**src/rtl/scie_cmd_adapter_if.sv**
```systemverilog
// Command, SCIE issue and response signals of scie_cmd_adapter.
// The adapter connects through the slave modport; its environment uses master.
interface scie_cmd_adapter_if #(
  parameter int XLEN = 32
);
  logic            io_cmd_valid;
  logic            io_cmd_ready;
  logic [31:0]     io_cmd_insn;
  logic [XLEN-1:0] io_cmd_rs1;
  logic [XLEN-1:0] io_cmd_rs2;
  logic            io_scie_valid;
  logic [31:0]     io_scie_insn;
  logic [XLEN-1:0] io_scie_rs1;
  logic [XLEN-1:0] io_scie_rs2;
  logic [XLEN-1:0] io_scie_rd;
  logic            io_resp_valid;
  logic            io_resp_ready;
  logic [XLEN-1:0] io_resp_data;
  logic [4:0]      io_resp_rd;
  logic            io_busy;

  modport slave (
    input  io_cmd_valid, io_cmd_insn, io_cmd_rs1, io_cmd_rs2, io_scie_rd, io_resp_ready,
    output io_cmd_ready, io_scie_valid, io_scie_insn, io_scie_rs1, io_scie_rs2,
           io_resp_valid, io_resp_data, io_resp_rd, io_busy
  );

  modport master (
    output io_cmd_valid, io_cmd_insn, io_cmd_rs1, io_cmd_rs2, io_scie_rd, io_resp_ready,
    input  io_cmd_ready, io_scie_valid, io_scie_insn, io_scie_rs1, io_scie_rs2,
           io_resp_valid, io_resp_data, io_resp_rd, io_busy
  );
endinterface

```
**src/rtl/scie_cmd_adapter.sv**
```systemverilog
// Queues core commands, issues them in order to a fixed-latency SCIE unit and returns results in order.
// Define SCIE_CMD_BYPASS_EN to let a command arriving at an empty queue issue in its accept cycle.
module scie_cmd_adapter #(
  parameter int         XLEN         = 32,
  parameter int         CMD_DEPTH    = 4,
  parameter int         RESP_DEPTH   = 2,
  parameter int         SCIE_LATENCY = 1,
  parameter logic [6:0] RESP_OPCODE  = 7'h5B
) (
  input  logic              clock,
  input  logic              reset,
  scie_cmd_adapter_if.slave io
);
  localparam int CAW = (CMD_DEPTH > 1) ? $clog2(CMD_DEPTH) : 1;
  localparam int RAW = (RESP_DEPTH > 1) ? $clog2(RESP_DEPTH) : 1;
  localparam int CCW = $clog2(CMD_DEPTH) + 1;
  localparam int RCW = $clog2(RESP_DEPTH) + 1;

  logic [31:0]     r_cmd_insn [CMD_DEPTH];
  logic [XLEN-1:0] r_cmd_rs1  [CMD_DEPTH];
  logic [XLEN-1:0] r_cmd_rs2  [CMD_DEPTH];
  logic [CAW-1:0]  r_cmd_wp, r_cmd_rp;
  logic [CCW-1:0]  r_cmd_cnt;

  logic [XLEN-1:0] r_resp_data [RESP_DEPTH];
  logic [4:0]      r_resp_idx  [RESP_DEPTH];
  logic [RAW-1:0]  r_resp_wp, r_resp_rp;
  logic [RCW-1:0]  r_resp_cnt;

  // One slot per SCIE pipeline stage; only result-producing commands set the valid bit.
  logic [SCIE_LATENCY-1:0]      r_pipe_v;
  logic [SCIE_LATENCY-1:0][4:0] r_pipe_rd;

  logic            w_cmd_empty, w_cmd_full, w_bypass;
  logic [31:0]     w_head_insn;
  logic [XLEN-1:0] w_head_rs1, w_head_rs2;
  logic            w_head_avail, w_head_resp, w_credit_ok, w_issue;
  logic            w_cmd_enq, w_cmd_deq, w_capture, w_resp_deq, w_resp_valid;

  function automatic logic [CAW-1:0] cmd_next(input logic [CAW-1:0] p);
    return (p == CAW'(CMD_DEPTH - 1)) ? '0 : p + CAW'(1);
  endfunction

  function automatic logic [RAW-1:0] resp_next(input logic [RAW-1:0] p);
    return (p == RAW'(RESP_DEPTH - 1)) ? '0 : p + RAW'(1);
  endfunction

  always_comb begin
    w_cmd_empty = (r_cmd_cnt == '0);
    w_cmd_full  = (r_cmd_cnt == CCW'(CMD_DEPTH));
`ifdef SCIE_CMD_BYPASS_EN
    w_bypass    = w_cmd_empty & io.io_cmd_valid;
`else
    w_bypass    = 1'b0;
`endif
    w_head_insn  = w_bypass ? io.io_cmd_insn : r_cmd_insn[r_cmd_rp];
    w_head_rs1   = w_bypass ? io.io_cmd_rs1  : r_cmd_rs1[r_cmd_rp];
    w_head_rs2   = w_bypass ? io.io_cmd_rs2  : r_cmd_rs2[r_cmd_rp];
    w_head_avail = ~w_cmd_empty | w_bypass;
    w_head_resp  = (w_head_insn[6:0] == RESP_OPCODE);
    // Credit uses the registered count, so a response leaving this cycle frees its slot next cycle.
    w_credit_ok  = ($countones(r_pipe_v) + int'(r_resp_cnt)) < RESP_DEPTH;
    w_issue      = w_head_avail & (~w_head_resp | w_credit_ok);
    w_cmd_enq    = io.io_cmd_valid & ~w_cmd_full & ~(w_bypass & w_issue);
    w_cmd_deq    = w_issue & ~w_cmd_empty;
    w_capture    = r_pipe_v[SCIE_LATENCY-1];
    w_resp_valid = (r_resp_cnt != '0);
    w_resp_deq   = w_resp_valid & io.io_resp_ready;

    io.io_cmd_ready  = ~w_cmd_full;
    io.io_scie_valid = w_issue;
    io.io_scie_insn  = w_issue ? w_head_insn : '0;
    io.io_scie_rs1   = w_issue ? w_head_rs1  : '0;
    io.io_scie_rs2   = w_issue ? w_head_rs2  : '0;
    io.io_resp_valid = w_resp_valid;
    io.io_resp_data  = w_resp_valid ? r_resp_data[r_resp_rp] : '0;
    io.io_resp_rd    = w_resp_valid ? r_resp_idx[r_resp_rp]  : '0;
    io.io_busy       = ~w_cmd_empty | (|r_pipe_v) | w_resp_valid;
  end

  always_ff @(posedge clock) begin
    if (w_cmd_enq) begin
      r_cmd_insn[r_cmd_wp] <= io.io_cmd_insn;
      r_cmd_rs1[r_cmd_wp]  <= io.io_cmd_rs1;
      r_cmd_rs2[r_cmd_wp]  <= io.io_cmd_rs2;
    end
    if (w_capture) begin
      r_resp_data[r_resp_wp] <= io.io_scie_rd;
      r_resp_idx[r_resp_wp]  <= r_pipe_rd[SCIE_LATENCY-1];
    end
  end

  always_ff @(posedge clock or negedge reset) begin
    if (!reset) begin
      r_cmd_wp   <= '0;
      r_cmd_rp   <= '0;
      r_cmd_cnt  <= '0;
      r_resp_wp  <= '0;
      r_resp_rp  <= '0;
      r_resp_cnt <= '0;
      r_pipe_v   <= '0;
      r_pipe_rd  <= '0;
    end else begin
      if (w_cmd_enq) r_cmd_wp <= cmd_next(r_cmd_wp);
      if (w_cmd_deq) r_cmd_rp <= cmd_next(r_cmd_rp);
      r_cmd_cnt  <= r_cmd_cnt + CCW'(w_cmd_enq) - CCW'(w_cmd_deq);
      r_pipe_v   <= SCIE_LATENCY'({r_pipe_v, w_issue & w_head_resp});
      r_pipe_rd  <= (SCIE_LATENCY * 5)'({r_pipe_rd, w_head_insn[11:7]});
      if (w_capture)  r_resp_wp <= resp_next(r_resp_wp);
      if (w_resp_deq) r_resp_rp <= resp_next(r_resp_rp);
      r_resp_cnt <= r_resp_cnt + RCW'(w_capture) - RCW'(w_resp_deq);
    end
  end
endmodule
```
**src/flat_wrapper.sv**
```systemverilog
// flat-port wrapper written by rule: the top's interface ports become plain ports
module scie_cmd_adapter_flat 
#(
  parameter int         XLEN         = 32,
  parameter int         CMD_DEPTH    = 4,
  parameter int         RESP_DEPTH   = 2,
  parameter int         SCIE_LATENCY = 1,
  parameter logic [6:0] RESP_OPCODE  = 7'h5B
)
  (clock, reset, io_io_cmd_valid, io_io_cmd_insn, io_io_cmd_rs1, io_io_cmd_rs2, io_io_scie_rd, io_io_resp_ready, io_io_cmd_ready, io_io_scie_valid, io_io_scie_insn, io_io_scie_rs1, io_io_scie_rs2, io_io_resp_valid, io_io_resp_data, io_io_resp_rd, io_io_busy);
  scie_cmd_adapter_if #(.XLEN(XLEN)) io_i ();
  input  logic clock;
  input  logic reset;
  input wire logic [$bits(io_i.io_cmd_valid)-1:0] io_io_cmd_valid;
  input wire logic [$bits(io_i.io_cmd_insn)-1:0] io_io_cmd_insn;
  input wire logic [$bits(io_i.io_cmd_rs1)-1:0] io_io_cmd_rs1;
  input wire logic [$bits(io_i.io_cmd_rs2)-1:0] io_io_cmd_rs2;
  input wire logic [$bits(io_i.io_scie_rd)-1:0] io_io_scie_rd;
  input wire logic [$bits(io_i.io_resp_ready)-1:0] io_io_resp_ready;
  output wire logic [$bits(io_i.io_cmd_ready)-1:0] io_io_cmd_ready;
  output wire logic [$bits(io_i.io_scie_valid)-1:0] io_io_scie_valid;
  output wire logic [$bits(io_i.io_scie_insn)-1:0] io_io_scie_insn;
  output wire logic [$bits(io_i.io_scie_rs1)-1:0] io_io_scie_rs1;
  output wire logic [$bits(io_i.io_scie_rs2)-1:0] io_io_scie_rs2;
  output wire logic [$bits(io_i.io_resp_valid)-1:0] io_io_resp_valid;
  output wire logic [$bits(io_i.io_resp_data)-1:0] io_io_resp_data;
  output wire logic [$bits(io_i.io_resp_rd)-1:0] io_io_resp_rd;
  output wire logic [$bits(io_i.io_busy)-1:0] io_io_busy;
  assign io_i.io_cmd_valid = io_io_cmd_valid;
  assign io_i.io_cmd_insn = io_io_cmd_insn;
  assign io_i.io_cmd_rs1 = io_io_cmd_rs1;
  assign io_i.io_cmd_rs2 = io_io_cmd_rs2;
  assign io_i.io_scie_rd = io_io_scie_rd;
  assign io_i.io_resp_ready = io_io_resp_ready;
  assign io_io_cmd_ready = io_i.io_cmd_ready;
  assign io_io_scie_valid = io_i.io_scie_valid;
  assign io_io_scie_insn = io_i.io_scie_insn;
  assign io_io_scie_rs1 = io_i.io_scie_rs1;
  assign io_io_scie_rs2 = io_i.io_scie_rs2;
  assign io_io_resp_valid = io_i.io_resp_valid;
  assign io_io_resp_data = io_i.io_resp_data;
  assign io_io_resp_rd = io_i.io_resp_rd;
  assign io_io_busy = io_i.io_busy;
  scie_cmd_adapter #(.XLEN(XLEN), .CMD_DEPTH(CMD_DEPTH), .RESP_DEPTH(RESP_DEPTH), .SCIE_LATENCY(SCIE_LATENCY), .RESP_OPCODE(RESP_OPCODE)) u_core (.clock(clock), .reset(reset), .io(io_i));
endmodule
```
**config.mk**
```make
export PLATFORM = sky130hd
export DESIGN_NAME = scie_cmd_adapter_flat
export DESIGN_NICKNAME = d
export VERILOG_FILES = /design/src/rtl/scie_cmd_adapter_if.sv /design/src/rtl/scie_cmd_adapter.sv /design/src/flat_wrapper.sv
export SDC_FILE = /design/constraint.sdc
export NUM_CORES = 1
export LEC_CHECK = 0
export CELL_PAD_IN_SITES_DETAIL_PLACEMENT = 1
export CELL_PAD_IN_SITES_GLOBAL_PLACEMENT = 2
export CORE_ASPECT_RATIO = 1.4
export CORE_MARGIN = 2
export CORE_UTILIZATION = 44
export CTS_CLUSTER_DIAMETER = 150
export DETAILED_ROUTE_END_ITERATION = 6
export GPL_TIMING_DRIVEN = 0
export PLACE_DENSITY = 0.88
export SLEW_MARGIN = 15
export SYNTH_ARGS = -nofsm -noshare
export SYNTH_HDL_FRONTEND = slang
export SYNTH_SLANG_ARGS = --single-unit
```
**constraint.sdc**
```tcl
create_clock -name clock -period 11.1 [get_ports clock]
set_clock_uncertainty 0.2 [all_clocks]
set_input_delay 2.22 -clock clock [delete_from_list [all_inputs] [get_ports clock]]
set_output_delay 2.22 -clock clock [all_outputs]
set_load 0.01 [all_outputs]
```
==> impl_metrics.env <==
export IMPL_outcome="complete, no violations"
export IMPL_path_common_cell="buf_2"
export IMPL_tightestPinTransition_ps=925.5
export IMPL_initial_utilization_pct=44.75
export IMPL_slowest_delay_ps=600
export IMPL_post_cts_hold_buffer_count=0
export IMPL_die_area_sq_um=42740
export IMPL_place_gp_congestion=0.7271
export IMPL_worst_ir_drop_on_vdd_mv=0.1816
export IMPL_postRouteWirelength_mm=40.41
export IMPL_synth_sequential_area_ratio_pct=78.45
export IMPL_clock_path_buffers=3
export IMPL_die_height_um=243.8
export IMPL_portBuffers=268
export IMPL_pwr_share_comb_pct=38.3
export IMPL_gr_total_overflow=0
export IMPL_netSwitchingFraction_pct=29.70
export IMPL_netlist_instances=837
export IMPL_final_hold_violation_count=0
export IMPL_max_freq_ghz=0.1717
export IMPL_maximum_fanout_encountered_on_the_critical_timing_path=10
export IMPL_timing_final_crit_share_pct=52.48
export IMPL_final_common_cell="edfxtp_1"
export IMPL_postSynthNetCount=979
export IMPL_drcViolationCount=0
export IMPL_grt_max_degree=45
export IMPL_route_antenna_remaining_nets=0
export IMPL_synth_cell_type_count=28
export IMPL_crit_arrival_ps=3410
export IMPL_cp_cell_sequence="buf_2 -> buf_2 -> mux4_2 -> nand4_1 -> o21ai_4 -> buf_6 -> buf_4 -> nor2_1 -> clkdlybuf4s50_1"
export IMPL_crit_buf_inv=5
export IMPL_yosysWarnings=0
export IMPL_worstSkewPairLatency_ps=560
export IMPL_yosys_register_bits=475
export IMPL_cts_max_level=2
export IMPL_routedWlPerCell_um=23.36
export IMPL_drt_iter0_drc=436
export IMPL_final_max_slew_violation_count=0
export IMPL_total_power_mw=6.357
export IMPL_gr_usage_all_layers_pct=19.43
export IMPL_hold_class="flip-flop to flip-flop"
export IMPL_slowest_stage="clkdlybuf4s50_1"
export IMPL_row_count=87
export IMPL_final_min_clock_period_ps=5825
export IMPL_finalSetupViolations=0
export IMPL_detail_route_first_pass_iterations=4
export IMPL_drv_max_cap_violation_count=0
export IMPL_layout_nets=1304
export IMPL_grt_setup_unrepaired="false"
export IMPL_core_region_area_sq_um=40390
export IMPL_power_density_nw_per_um2=274.5
export IMPL_worstHoldPathCells=0
export IMPL_finalSetupTns_ps=0
export IMPL_power_frac_clock_pct=23.9
export IMPL_post_dp_hpwl_mm=26.62
export IMPL_worst_setup_path_start_kind="flip-flop"
export IMPL_relative_slew_slack_pct=38.10
export IMPL_cpLargestDelayFamily="buffers and inverters"
export IMPL_crit_required_ps=8680
export IMPL_multiInputGateArea_sq_um=3671
export IMPL_ctsResizeCount=0
export IMPL_drive_gt1_share_pct=16.92
export IMPL_postCtsSetupBuffers=0
export IMPL_synthesis_area_sq_um=18070
export IMPL_n_fill_cell=3470
export IMPL_internal_power_mw=4.469
export IMPL_vias_in_the_first_global_route=10170
export IMPL_route_detailed_vias_per_inst=5.178
export IMPL_end_kind="output pin"
export IMPL_clock_tree_root_cell="clkbuf_16"
export IMPL_num_vias=8958
export IMPL_crit_type="flip-flop to output pin"
export IMPL_fp_dieW_um=175.3
export IMPL_clock_tree_from_tritoncts="built"
export IMPL_reg2regPathDepth=14
export IMPL_postSynthAreaPerCell_sq_um=21.59
export IMPL_netSwitchingPower_mw=1.888
export IMPL_most_common_layout_cells="458 x edfxtp_1, 268 x clkdlybuf4s50_1, 96 x mux4_2"
export IMPL_cp_depth=9
export IMPL_floorplan_io_pins=269
export IMPL_areaGrowthSynthToFinish_pct=28.14
export IMPL_post_route_util_pct=57.35
export IMPL_antenna_found_initial=7
export IMPL_grt_pass1_wl_mm=62.18
export IMPL_final_seq_area_sq_um=14180
export IMPL_cts_reportedPaths_clkPinSlew_ps=60
export IMPL_p_seq_share_pct=37.8
export IMPL_cts_sinks=475
export IMPL_p_leak_nw=7.758
export IMPL_cts_made_buffers=45
[power by group through the flow]
stage / Clock (mW) / Sequential, mW / Combinational [mW]
after CTS: 1.56 / 2.41 / 2.50
after detailed placement: 0 / 2.44 / 2.47
final: 1.52 / 2.40 / 2.44
after global placement: 0 / 2.47 / 2.38
after floorplan: 0 / 2.43 / 1.28
after global routing: 1.61 / 2.43 / 2.63
[kinds of logic (layout without fill, tap and decap cells)]
kind of cell | Yosys count | count (layout) | synth area share [%]
AOI/OAI and AO/OA | 2 | 2 | 0.1316
xor gates and xnor gates | 6 | 6 | 0.2908
adders and majority gates | 10 | 10 | 0.7338
buffers and inverters | 55 | 412 | 1.398
DFF | 475 | 475 | 78.45
muxes | 137 | 137 | 14.26
other | 0 | 2 | 0
and+or+nand+nor | 152 | 152 | 4.735
[cells in the mapped netlist]
cell,instances,share of area (%)
edfxtp_1,458,76
mux4_2,96,12
nor2b_1,90,3.1
nor2_1,46,0.96
mux2i_1,37,2.0
buf_2,19,0.53
dfrtp_1,17,2.4
inv_1,15,0.31
clkbuf_1,11,0.23
ha_1,9,0.62
and2_1,5,0.17
buf_1,5,0.10
and3_1,4,0.14
buf_4,4,0.17
xnor2_1,4,0.19
mux2_1,2,0.12
mux2_2,2,0.12
or3_1,2,0.069
xor2_1,2,0.097
a21o_1,1,0.042
buf_6,1,0.062
fa_1,1,0.11
nand2_1,1,0.021
nand3b_1,1,0.042
nand4_1,1,0.035
nand4bb_4,1,0.15
nor4_1,1,0.035
o21ai_4,1,0.090
[metal layers]
layer	wire [um]	vias up	GRT usage (%)
met4	1188	10	6.446
met3	2656	82	5.556
met1	14770	4596	22.23
met5	64	-	0
met2	21730	286	34.83
li1	-	3984	-
[stage by stage]
step	cells	cell area, sq um	hold WS (ps)	setup slack, ps
6_report	1730	23160	246.4	5275
5_1_grt	1730	23160	259.4	5087
4_1_cts	1728	23150	248.8	5158
3_5_place_dp	1649	21710	234.7	5818
3_3_place_gp	1639	21420	222.1	3431
2_1_floorplan	837	18070	220.4	5938
[final timing paths]
check	start	to	slack, ps
setup / recovery	u_core.r_cmd_rp[1]	io_io_scie_insn[3]	5270
hold / removal	u_core.r_pipe_rd[4]	u_core.r_resp_idx[1][4]	250
setup reg to reg	u_core.r_cmd_rp[0]	u_core.r_cmd_cnt[2]	7210
hold reg to reg	u_core.r_pipe_rd[4]	u_core.r_resp_idx[1][4]	250
max in group asynchronous	reset	u_core.r_pipe_rd[3]	8140
min in group asynchronous	reset	u_core.r_cmd_wp[1]	1990
[worst reg2reg max path: cells and delay by family (launching register included)]
kind,cells,cell delay [ps]
multiplexers,1,540
adder cells (fa/ha/maj),3,820
AO/OA/AOI/OAI,1,410
flip-flops,1,360
XOR/XNOR,2,350
buffers and inverters,6,850
AND/OR/NAND/NOR,1,280
[sequential cells by signal, summed over array words and instances (netlist names)]
register,flops
u_core.r_cmd_insn,128
u_core.r_cmd_rs1,128
u_core.r_cmd_rs2,128
u_core.r_resp_data,64
u_core.r_resp_idx,10
u_core.r_pipe_rd,5
u_core.r_cmd_cnt,3
u_core.r_cmd_rp,2
u_core.r_cmd_wp,2
u_core.r_resp_cnt,2
u_core.r_pipe_v,1
u_core.r_resp_rp,1
u_core.r_resp_wp,1
[area by class of cell]
class | count | area share, %
clock inverters | 16 | 0.6591
multi-input cells | 307 | 15.85
plain buffers | 40 | 0.8482
flip-flops and latches | 475 | 61.22
repair buffers | 278 | 12.67
well taps | 534 | 2.885
clock buffers | 63 | 5.597
inverters | 15 | 0.2431
diodes | 2 | 0.02161
Note: power is estimated with default switching activity, not from simulation.
